**src/rtl/studio2_keypad.sv**
```systemverilog
// rtl/studio2_keypad.sv - Studio II dual keypad scanner driving cdp1802 EF3/EF4 from PS/2 key events
// Optional feature macro: STUDIO2_KEYPAD_HOLD_EN (minimum assert time for tapped keys)
module studio2_keypad #(
    parameter logic [2:0] SEL_PORT    = 3'd2,
    parameter int         HOLD_CYCLES = 100000,
    parameter int         HOLD_W      = 17
) (
    input  logic        clk_sys,
    input  logic        reset_n,
    input  logic [10:0] ps2_key,
    input  logic        io_out,
    input  logic [2:0]  io_n,
    input  logic [7:0]  io_dout,
    output logic        ef3_n,
    output logic        ef4_n,
    output logic [3:0]  key_sel,
    output logic [9:0]  kp1_state,
    output logic [9:0]  kp2_state
);

    // A counter too narrow for the hold time would wrap and never expire
    if ((2 ** HOLD_W) <= HOLD_CYCLES) begin : g_hold_w_check
        $error("HOLD_W too narrow for HOLD_CYCLES");
    end

    // Scancode to combined bitmap index: keypad 1 digits at 0..9, keypad 2 at 10..19.
    // Result is {valid, index}.
    function automatic logic [5:0] decode_key(input logic [7:0] code);
        logic [5:0] r;
        r = 6'd0;
        case (code)
            8'h45: r = {1'b1, 5'd0};
            8'h16: r = {1'b1, 5'd1};
            8'h1E: r = {1'b1, 5'd2};
            8'h26: r = {1'b1, 5'd3};
            8'h25: r = {1'b1, 5'd4};
            8'h2E: r = {1'b1, 5'd5};
            8'h36: r = {1'b1, 5'd6};
            8'h3D: r = {1'b1, 5'd7};
            8'h3E: r = {1'b1, 5'd8};
            8'h46: r = {1'b1, 5'd9};
            8'h4D: r = {1'b1, 5'd10};
            8'h15: r = {1'b1, 5'd11};
            8'h1D: r = {1'b1, 5'd12};
            8'h24: r = {1'b1, 5'd13};
            8'h2D: r = {1'b1, 5'd14};
            8'h2C: r = {1'b1, 5'd15};
            8'h35: r = {1'b1, 5'd16};
            8'h3C: r = {1'b1, 5'd17};
            8'h43: r = {1'b1, 5'd18};
            8'h44: r = {1'b1, 5'd19};
            default: r = 6'd0;
        endcase
        return r;
    endfunction

    logic        tog_q;
    logic        key_event;
    logic        key_hit;
    logic [5:0]  key_dec;
    logic [4:0]  key_idx;
    logic [19:0] kp_cur;
    logic [19:0] kp_nxt;
    logic [15:0] kp1_ext;
    logic [15:0] kp2_ext;
    logic        unused_dout;

    // The upper data nibble carries no select information
    assign unused_dout = &{1'b0, io_dout[7:4]};

    assign key_event = ps2_key[10] ^ tog_q;
    assign key_dec   = decode_key(ps2_key[7:0]);
    assign key_hit   = key_event & ~ps2_key[8] & key_dec[5];
    assign key_idx   = key_dec[4:0];
    assign kp_cur    = {kp2_state, kp1_state};

    // Widened views so any 4-bit select can index safely; digits 10..15 read as not held
    assign kp1_ext = {6'd0, kp1_state};
    assign kp2_ext = {6'd0, kp2_state};

`ifdef STUDIO2_KEYPAD_HOLD_EN
    logic [HOLD_W-1:0] hold_cnt;
    logic [HOLD_W-1:0] hold_cnt_nxt;
    logic [4:0]        hold_idx;
    logic [4:0]        hold_idx_nxt;
    logic              hold_pend;
    logic              hold_pend_nxt;

    // Next bitmap with tapped-key stretching: the most recent press is held for
    // HOLD_CYCLES, and its early release is deferred until the counter expires
    always_comb begin
        kp_nxt        = kp_cur;
        hold_cnt_nxt  = hold_cnt;
        hold_idx_nxt  = hold_idx;
        hold_pend_nxt = hold_pend;
        if (hold_cnt != '0) begin
            hold_cnt_nxt = hold_cnt - HOLD_W'(1);
        end
        // Counter reaches zero on this edge: apply the deferred release now
        if (hold_pend && hold_cnt == HOLD_W'(1)) begin
            kp_nxt[hold_idx] = 1'b0;
            hold_pend_nxt    = 1'b0;
        end
        if (key_hit && ps2_key[9]) begin
            // A new press takes over the hold and flushes any deferred release first
            if (hold_pend) begin
                kp_nxt[hold_idx] = 1'b0;
            end
            kp_nxt[key_idx] = 1'b1;
            hold_pend_nxt   = 1'b0;
            hold_cnt_nxt    = HOLD_W'(HOLD_CYCLES);
            hold_idx_nxt    = key_idx;
        end else if (key_hit) begin
            // A release on the final count expires together with the counter
            if (key_idx == hold_idx && hold_cnt > HOLD_W'(1)) begin
                hold_pend_nxt = 1'b1;
            end else begin
                kp_nxt[key_idx] = 1'b0;
            end
        end
    end

    // Hold counter, hold key and deferred-release flag
    always_ff @(posedge clk_sys or negedge reset_n) begin
        if (!reset_n) begin
            hold_cnt  <= '0;
            hold_idx  <= 5'd0;
            hold_pend <= 1'b0;
        end else begin
            hold_cnt  <= hold_cnt_nxt;
            hold_idx  <= hold_idx_nxt;
            hold_pend <= hold_pend_nxt;
        end
    end
`else
    // Next bitmap: a mapped event writes its pressed bit into the decoded key only
    always_comb begin
        kp_nxt = kp_cur;
        if (key_hit) begin
            kp_nxt[key_idx] = ps2_key[9];
        end
    end
`endif

    // Toggle history, select latch, bitmaps and registered EF flags
    always_ff @(posedge clk_sys or negedge reset_n) begin
        if (!reset_n) begin
            tog_q     <= 1'b0;
            key_sel   <= 4'd0;
            kp1_state <= 10'd0;
            kp2_state <= 10'd0;
            ef3_n     <= 1'b1;
            ef4_n     <= 1'b1;
        end else begin
            tog_q <= ps2_key[10];
            if (io_out && io_n == SEL_PORT) begin
                key_sel <= io_dout[3:0];
            end
            kp1_state <= kp_nxt[9:0];
            kp2_state <= kp_nxt[19:10];
            ef3_n     <= ~(key_sel < 4'd10 && kp1_ext[key_sel]);
            ef4_n     <= ~(key_sel < 4'd10 && kp2_ext[key_sel]);
        end
    end

endmodule
```
**config.mk**
```make
export PLATFORM = sky130hd
export DESIGN_NAME = studio2_keypad
export DESIGN_NICKNAME = d
export VERILOG_FILES = /design/src/rtl/studio2_keypad.sv
export SDC_FILE = /design/constraint.sdc
export NUM_CORES = 1
export LEC_CHECK = 0
export ABC_AREA = 0
export BUFFER_PORTS_ARGS = -buffer_cell sky130_fd_sc_hd__buf_2
export CAP_MARGIN = 10
export CORE_UTILIZATION = 39
export CTS_CLUSTER_DIAMETER = 150
export CTS_CLUSTER_SIZE = 10
export DETAILED_ROUTE_END_ITERATION = 8
export GPL_ROUTABILITY_DRIVEN = 1
export GPL_TIMING_DRIVEN = 0
export PLACE_DENSITY = 0.68
export SLEW_MARGIN = 0
export SYNTH_ARGS = -nofsm -noshare
export SYNTH_HDL_FRONTEND = slang
export SYNTH_SLANG_ARGS = --single-unit
```
**constraint.sdc**
```tcl
create_clock -name clk_sys -period 2.45 [get_ports clk_sys]
set_clock_uncertainty 0.05 [all_clocks]
set_input_delay 0 -clock clk_sys [delete_from_list [all_inputs] [get_ports clk_sys]]
set_output_delay 0 -clock clk_sys [all_outputs]
set_load 0.005 [all_outputs]
```
# [Word level (Yosys, flattened, before mapping)]
# Cells that the tools add are included.
[classes] eq_ne=21 reduce_logical=4 mux=8 n_lt_le_gt_ge=4 n_bitwise=6
[op_table] operator="$pmux 6 s20" n=1
[op_table] operator="$eq 8x6->1 const B" n=11
[op_table] operator="$eq 8x7->1 const B" n=5
[op_table] operator="$eq 8x5->1 const B" n=4
[op_table] operator="$bwmux 20" n=1
[op_table] operator="$bmux 1 s4" n=2
[op_table] operator="$lt 5x6->1 const B" n=1
[op_table] operator="$demux 1 s5" n=1
[op_table] operator="$ge 5x1->1 const B" n=1
[op_table] operator="$lt 4x5->1 const B" n=1
[op_table] operator="$logic_and 1x1->1" n=4
[op_table] operator="$lt 4x4->1 const B" n=1
[op_table] operator="$eq 3x2->1 const B" n=1
[op_table] operator="$mux 1" n=3
[op_table] operator="$not 1->1" n=3
[op_table] operator="$and 1x1->1" n=2
[op_table] operator="$xor 1x1->1" n=1
[word_totals] out_inout_bits=26 word_cells=49 reg_bits=27

# [Longest topological paths before layout]
# Gate-level depths: netlist of the first run.
[depth] word_depth=7 ltp_mapped=8 depth_no_buf=6

# [Worst setup path after synthesis of the first run]
# No wires, ideal clock.
[synth_timing] path_type="input-to-reg" startpoint="input ps2_key[1]" endpoint="register kp1_state[1]" setup_slack_ns=0.679 path_stages=8 arrival_ns=1.596 setup_time_ns=0.125 n_path_buf=2 cell_sequence="buf_2 -> nand2b_1 -> a2111oi_0 -> or3_1 -> or2_1 -> buf_6 -> nor3_2 -> mux2_4"
[synth_between] elab_chain_cells=7 word_cells_on_any_way=28
[synth_rtl] element="start, declared" line_no="10" rtl="input logic [10:0] ps2_key,"
[synth_rtl] element="$eq 8x7->1, or another cell as far along" line_no="31" rtl="case (code)"
[synth_rtl] element="$pmux 6 s20 *" line_no="31"
[synth_rtl] element="$lt 5x6->1 (not written as such) or $ge 5x1->1 (tied branches)" line_no="140" rtl="kp_nxt[key_idx] = ps2_key[9];"
[synth_rtl] element="$logic_and 1x1->1 (not written as such)" line_no="140"
[synth_rtl] element="$mux 1 (not written as such)" line_no="140"
[synth_rtl] element="$demux 1 s5" line_no="140"
[synth_rtl] element="$bwmux 20" line_no="140"
[synth_rtl] element="end signal, assigned" line_no="159" rtl="kp1_state <= kp_nxt[9:0];"
[synth_rtl] element="end, declared" line_no="17" rtl="output logic [9:0] kp1_state,"
# Mark *: on every way between the ends. The rest lies on a longest branch, timed or not.
# A chain may end at the register's enable or synchronous reset.

# [Worst setup path after layout of the first run]
[layout_timing] startpoint="register tog_q" endpoint="register kp1_state[2]"
[layout_between] elab_chain_cells=3
[layout_rtl] element="start, declared" line_no="57" rtl="logic tog_q;"
[layout_rtl] element="start signal, assigned" line_no="155" rtl="tog_q <= ps2_key[10];"
[layout_rtl] element="$xor 1x1->1" line_no="71" rtl="assign key_event = ps2_key[10] ^ tog_q;"
[layout_rtl] element="$and 1x1->1 (2 in series)" line_no="73" rtl="assign key_hit = key_event & ~ps2_key[8] & key_dec[5];"
# Every way passes these cells.

==> impl_metrics.toml, run 1 <==
[run_status]
run_status = "finished clean"

[cells_and_area]
final_common_cell = "sky130_fd_sc_hd__buf_2"
syn2layout_area_growth_pct = 20.97
layout_common_cells = "sky130_fd_sc_hd__buf_2, sky130_fd_sc_hd__dfrtp_1, sky130_fd_sc_hd__nor3_2, sky130_fd_sc_hd__mux2_1, sky130_fd_sc_hd__mux2_4"
diode_count = 0
layout.nets = 245
layout.cell_area.non_filler_um2 = 2360
post_route_cells_drive_above_1_share_pct = 46.12
layoutNonFillerInstCount = 286

[drt]
detail-route-antenna-nets = 0
dr_total_vias = 1513
route.final.wire_length_um = 4235
routed_via_density = 5.290
routedWlPerCell_um = 14.81
first_iter_violations = 51
detail_route.first_pass.iterations = 4
drc = 0

[power_and_ir_drop]
power.share.combinational_pct = 25.4
cellInternalPower_uw = 744.2
max-vdd-ir-drop_mv = 0.2042
p_seq_share_pct = 50.7
clockPowerShare_pct = 23.9
swShare_pct = 28.44
switching_power_uw = 295.8
power_uw = 1040
power-per-cell-area_nw_per_um2 = 440.7
leakage_uw = 0.001029

[clock_network]
cts_made_buffers = 3
cts_tree = "done"
cts_root_buf = "sky130_fd_sc_hd__clkbuf_8"
clk_lat_worst_skew_ps = 270
tritoncts_num_sinks = 27
htree_num_levels = 1
cts-root-to-sink-buffers = 2
clkSlewWorstSetupHoldPaths_ps = 80
post_cts_resize_count = 0

[sta]
totalNegativeSetupSlack_ps = 0
setup_repair_after_global_routing_missed_its_margin = "false"
finalSetupViolCount = 0
period_minus_ws_final_ps = 1883
hold_slack_ps = 95.54
layout_worst_path_cycle_share_pct = 76.87
slew_viol_final = 0
timing.slew.headroom_pct = 50.55
max_freq_mhz = 531.0
finalHoldViolCount = 0
max_slew.worst_pin.slew_ps = 731.8

[floorplan]
die_height_um = 72.72
die_area_um2 = 5288
fp.dieW_um = 72.72
design.portCount = 51
rows = 25
fp.coreArea_um2 = 4755
initial_core_util_pct = 41.03

[global_routing]
grt_start_max_net_pins = 28
globalRouteOverflowTotal = 0
antenna_found_initial = 0
globalRoute.busiestLayer = "met2"
grt_pass1_wl_um = 6727
total_global_routing_track_utilization_pct = 16.38
grt_use_met3_pct = 1.105
vias_in_the_first_global_route = 1418
globalRouteMet1Util_pct = 21.74
use_met2_pct = 28.14

[logic_synthesis]
syn_nets = 190
synth_warnings = 0
post_synth.cell_area_avg_um2 = 11.82
synth_flop_cell = "sky130_fd_sc_hd__dfrtp_1"
synth.ff_latch_count = 27
synth.yosys.seq_area_share_pct = 34.77
unique_masters_post_synth = 54
synth_edf_count = 0
asyncSetResetFlopFracSynth_pct = 100.0
synth.cell_area_um2 = 1951
synth_cells = 165

[critical_path]
cp_data_required_time_ps = 2560
ff2ff_setup_slack_ps = 570
cp-end-kind = "flop"
worst-path-max-fanout = 5
worst-setup-path-type = "reg -> reg"
worstSetupStartpointType = "flop"
cp_top_family = "simple AND/OR/NAND/NOR gates"
worst-endpoint-arrival_ps = 1990
cp_slowest_cell = "sky130_fd_sc_hd__dfrtp_1"
cp.buffers_inverters = 0
cp_cell_sequence = "xor2_1 -> nand2b_1 -> a211oi_2 -> nand3_1 -> nor3b_2 -> mux2_4"
critPathMaxStageDelay_ps = 380

[flow_run]
drv_cap = 0

[placed_design]
gp_congestion = 0.8739
placed_cells = 276
postPlaceCellArea_um2 = 2255
place_hpwl_um = 3172
placement.io_buffers = 44

[hold_path]
hold_path.class = "in -> reg"
[registers in the layout, indices dropped and copies added, names as in the netlist]
register,cells
kp2_state,10
key_sel,4
ef3_n,1
kp1_state,10
tog_q,1
ef4_n,1
[stage by stage]
step | setup WS [ps] | utilization [%]
final | 566.7 | 49.63
after global routing | 354.4 | 49.63
after CTS | 531.0 | 49.63
after detailed placement | 414.6 | 47.42
after global placement | 401.0 | 47.42
after floorplan | 678.9 | -
[power by group through the flow]
stage	sequential (uW)	combinational [uW]	clock (uW)
after floorplan	532	160	0
after global placement	536	257	0
after detailed placement	537	260	0
after CTS	529	268	256
after global routing	535	291	270
final	527	264	249
[layout make-up]
type | instances | area [um2]
Fill cell | 451 | 2395
Multi-Input combinational cell | 123 | 1180
Sequential cell | 27 | 678.2
Timing Repair Buffer | 50 | 280.3
Buffer | 13 | 85.08
Tap cell | 67 | 83.83
Clock buffer | 4 | 45.04
Inverter | 2 | 7.507
[kinds of logic after synthesis]
| family | share of synthesized area (%) |
|---|---|
| AOI/OAI and AO/OA | 9.622 |
| xor gates and xnor gates | 0.8982 |
| buffers and inverters | 4.746 |
| DFF | 34.77 |
| muxes | 23.99 |
| and+or+nand+nor | 25.98 |
[worst reg2reg max path: stages (launching register included)]
cell	delay, ps
sky130_fd_sc_hd__dfrtp_1	380
sky130_fd_sc_hd__xor2_1	180
sky130_fd_sc_hd__nand2b_1	90
sky130_fd_sc_hd__a211oi_2	280
sky130_fd_sc_hd__nand3_1	230
sky130_fd_sc_hd__nor3b_2	260
sky130_fd_sc_hd__mux2_4	310
[cells in the mapped netlist, types with 4 or more instances]
cell | number | area (um2)
sky130_fd_sc_hd__dfrtp_1 | 25 | 625.6
sky130_fd_sc_hd__mux2_1 | 10 | 112.6
sky130_fd_sc_hd__mux2_4 | 10 | 150.1
sky130_fd_sc_hd__nor3_2 | 10 | 100.1
sky130_fd_sc_hd__nand2b_1 | 9 | 56.30
sky130_fd_sc_hd__mux2i_1 | 7 | 70.07
sky130_fd_sc_hd__nand3_1 | 7 | 35.03
sky130_fd_sc_hd__buf_2 | 5 | 25.02
sky130_fd_sc_hd__nor2b_1 | 5 | 31.28
sky130_fd_sc_hd__mux2_2 | 4 | 45.04
sky130_fd_sc_hd__mux4_2 | 4 | 90.09
sky130_fd_sc_hd__nand3_2 | 4 | 40.04
sky130_fd_sc_hd__nand3b_1 | 4 | 30.03
[what timing repair did]
action                    in CTS  in global routing
buffers inserted               0                  0
hold buffers                   6                  0
hold endpoints to repair      30                  0
[per-layer routing]
| metal | vias to the layer above | wire length, um |
|---|---|---|
| met2 | 41 | 2046 |
| met4 | 0 | 60 |
| met3 | 5 | 153 |
| met5 | - | 0 |
| met1 | 735 | 1974 |
| li1 | 732 | - |
[final timing paths]
path / end / start / depth (start not counted)
setup / recovery: kp1_state[2] / tog_q / 6
hold / removal: key_sel[1] / io_n[0] / 3
setup reg to reg: kp1_state[2] / tog_q / 6
hold reg to reg: kp1_state[7] / kp1_state[7] / 1
max in group asynchronous: key_sel[3] / reset_n / 2
min in group asynchronous: key_sel[0] / reset_n / 2
No activity file was read; power rests on OpenSTA's default activity.
==> inputs of run 2 (changes only) <==
==> constraint.sdc (replaced) <==
create_clock -name clk_sys -period 1.9 [get_ports clk_sys]
set_clock_uncertainty 0.05 [all_clocks]
set_input_delay 0 -clock clk_sys [delete_from_list [all_inputs] [get_ports clk_sys]]
set_output_delay 0 -clock clk_sys [all_outputs]
set_load 0.005 [all_outputs]
==> run 2 against run 1 <==
- via count rose by 0.20%
- critical path type unchanged
- fmax rose by 3.1%
- global-route usage did not move
- combinational power rose by 23%
- clock power rose by 29%
- wire length fell by 0.64%
- non-clock buffer count fell by 1
- critical path depth did not move
==> impl_metrics.toml, run 2 (synthesized netlist as in run 1, its figures left out) <==
[run_status]
run_status = "finished clean"

[clock_network]
cts_root_buf = "sky130_fd_sc_hd__clkbuf_8"
post_cts_buffers = 0
cts_made_buffers = 3
clk_lat_worst_skew_ps = 270
cts-root-to-sink-buffers = 2
clkSlewWorstSetupHoldPaths_ps = 80
htree_num_levels = 1
tritoncts_num_sinks = 27
cts_tree = "done"

[cells_and_area]
layout_common_cells = "sky130_fd_sc_hd__buf_2, sky130_fd_sc_hd__dfrtp_1, sky130_fd_sc_hd__nor3_2, sky130_fd_sc_hd__mux2_1, sky130_fd_sc_hd__mux2_4"
diode_count = 0
layout.nets = 244
syn2layout_area_growth_pct = 22.13
layout.core_utilization_pct = 50.11
final_common_cell = "sky130_fd_sc_hd__buf_2"
reg.largest.list = "kp1_state: 10 flops, kp2_state: 10 flops, key_sel: 4 flops"
post_route_cells_drive_above_1_share_pct = 47.71

[power_and_ir_drop]
clockPowerShare_pct = 23.9
p_seq_share_pct = 51.8
power-per-cell-area_nw_per_um2 = 564.0
cellInternalPower_uw = 959.5
switching_power_uw = 384.1
leakage_uw = 0.001032
swShare_pct = 28.59
power.share.combinational_pct = 24.3
max-vdd-ir-drop_mv = 0.2672

[sta]
final.setup.worst_slack_ps = 73.72
totalNegativeSetupSlack_ps = 0
setup_repair_after_global_routing_missed_its_margin = "true"
period_minus_ws_final_ps = 1826
max_slew.worst_pin.slew_ps = 736.4
hold_slack_ps = 97.66
finalHoldViolCount = 0
layout_worst_path_cycle_share_pct = 96.12
slew_viol_final = 0
finalSetupViolCount = 0
timing.slew.headroom_pct = 50.24
max_freq_mhz = 547.6

[global_routing]
grt_start_max_net_pins = 28
use_met2_pct = 28.14
globalRoute.busiestLayer = "met2"
total_global_routing_track_utilization_pct = 16.38
grt_pass1_wl_um = 6734
globalRouteMet1Util_pct = 21.74
grt_use_met3_pct = 1.105
antenna_found_initial = 0
globalRouteOverflowTotal = 0
vias_in_the_first_global_route = 1418

[hold_path]
min_to = "key_sel[1]"
hold_start = "io_n[0]"
hold_path.class = "in -> reg"
min_delay_path_depth = 3

[drt]
dr_total_vias = 1516
routed_via_density = 5.319
detail_route.first_pass.iterations = 4
route.final.wire_length_um = 4208
drc = 0
routedWlPerCell_um = 14.76
first_iter_violations = 53
detail-route-antenna-nets = 0

[placed_design]
placement.io_buffers = 44
dpl_worst_slack_ps = -135.4
place_hpwl_um = 3172
gp_congestion = 0.8739

[critical_path]
critPathMaxStageDelay_ps = 380
ff2ff_setup_slack_ps = 70
cp_data_required_time_ps = 2010
worst-path-max-fanout = 5
cp-end-kind = "flop"
reg2reg_depth = 6
worstReg2RegStart = "tog_q"
cp.buffers_inverters = 0
worstSetupStartpointType = "flop"
cp_cell_sequence = "xor2_1 -> nand2b_1 -> a211oi_4 -> nand3_2 -> nor3b_4 -> mux2_4"
worst-endpoint-arrival_ps = 1940
worst-setup-path-type = "reg -> reg"
cp_top_family = "simple AND/OR/NAND/NOR gates"
worst_setup_path_startpoint = "tog_q"
r2r-end = "kp1_state[2]"
cp_slowest_cell = "sky130_fd_sc_hd__dfrtp_1"

[floorplan]
fp.dieW_um = 72.72
die_area_um2 = 5288
die_height_um = 72.72
fp.coreArea_um2 = 4755
design.portCount = 51
initial_core_util_pct = 41.03
rows = 25

[flow_run]
drv_cap = 0
[run 2: layout make-up]
cell class                 count  area (um2)
buffer                        12       81.33
sequential                    27       678.2
timing repair buffer          50       280.3
tap                           67       83.83
clock buffer                   4       45.04
fill                         449        2372
multi-input combinational    123        1206
inverter                       2       7.507
[run 2: worst max-delay path by stage]
stage / end / slack (ps) / cells past startpoint
2_1_floorplan: kp1_state[1] / 130 / 8
3_3_place_gp: kp1_state[2] / -150 / 8
3_5_place_dp: kp1_state[2] / -140 / 8
4_1_cts: kp2_state[1] / 20 / 6
5_1_grt: kp1_state[2] / -50 / 6
6_report: kp1_state[2] / 70 / 6
[run 2: stage by stage]
step | area [um2] | std cells | total power, uW
after floorplan | 1951 | 165 | 891.9
after global placement | 2255 | 276 | 1023
after detailed placement | 2255 | 276 | 1028
after CTS | 2365 | 286 | 1359
after global routing | 2382 | 285 | 1415
final | 2382 | 285 | 1344
[run 2: metal layers]
layer,vias to the layer above,wire (um)
li1,731,-
met1,737,1906
met2,44,2089
met3,4,166
met4,0,46
met5,-,0
[run 2: power by group through the flow]
stage | clock [uW] | combinational (uW) | sequential [uW]
detailed placement | 0 | 336 | 693
finish | 322 | 326 | 696
global route | 349 | 358 | 708
global placement | 0 | 332 | 692
floorplan | 0 | 206 | 686
CTS | 331 | 347 | 682
[run 2: tightest hold or removal path, delay by kind of cell]
| family | cells | cell delay (ps) |
|---|---|---|
| buffers and inverters | 1 | 70 |
| multiplexers | 1 | 230 |
| AND/OR/NAND/NOR | 1 | 80 |
[run 2: what timing repair did]
item	CTS	global route
hold endpoints to repair	30	0
hold buffers	6	0
setup endpoints to repair	1	13
pin swaps	0	1
gates resized for setup	1	4
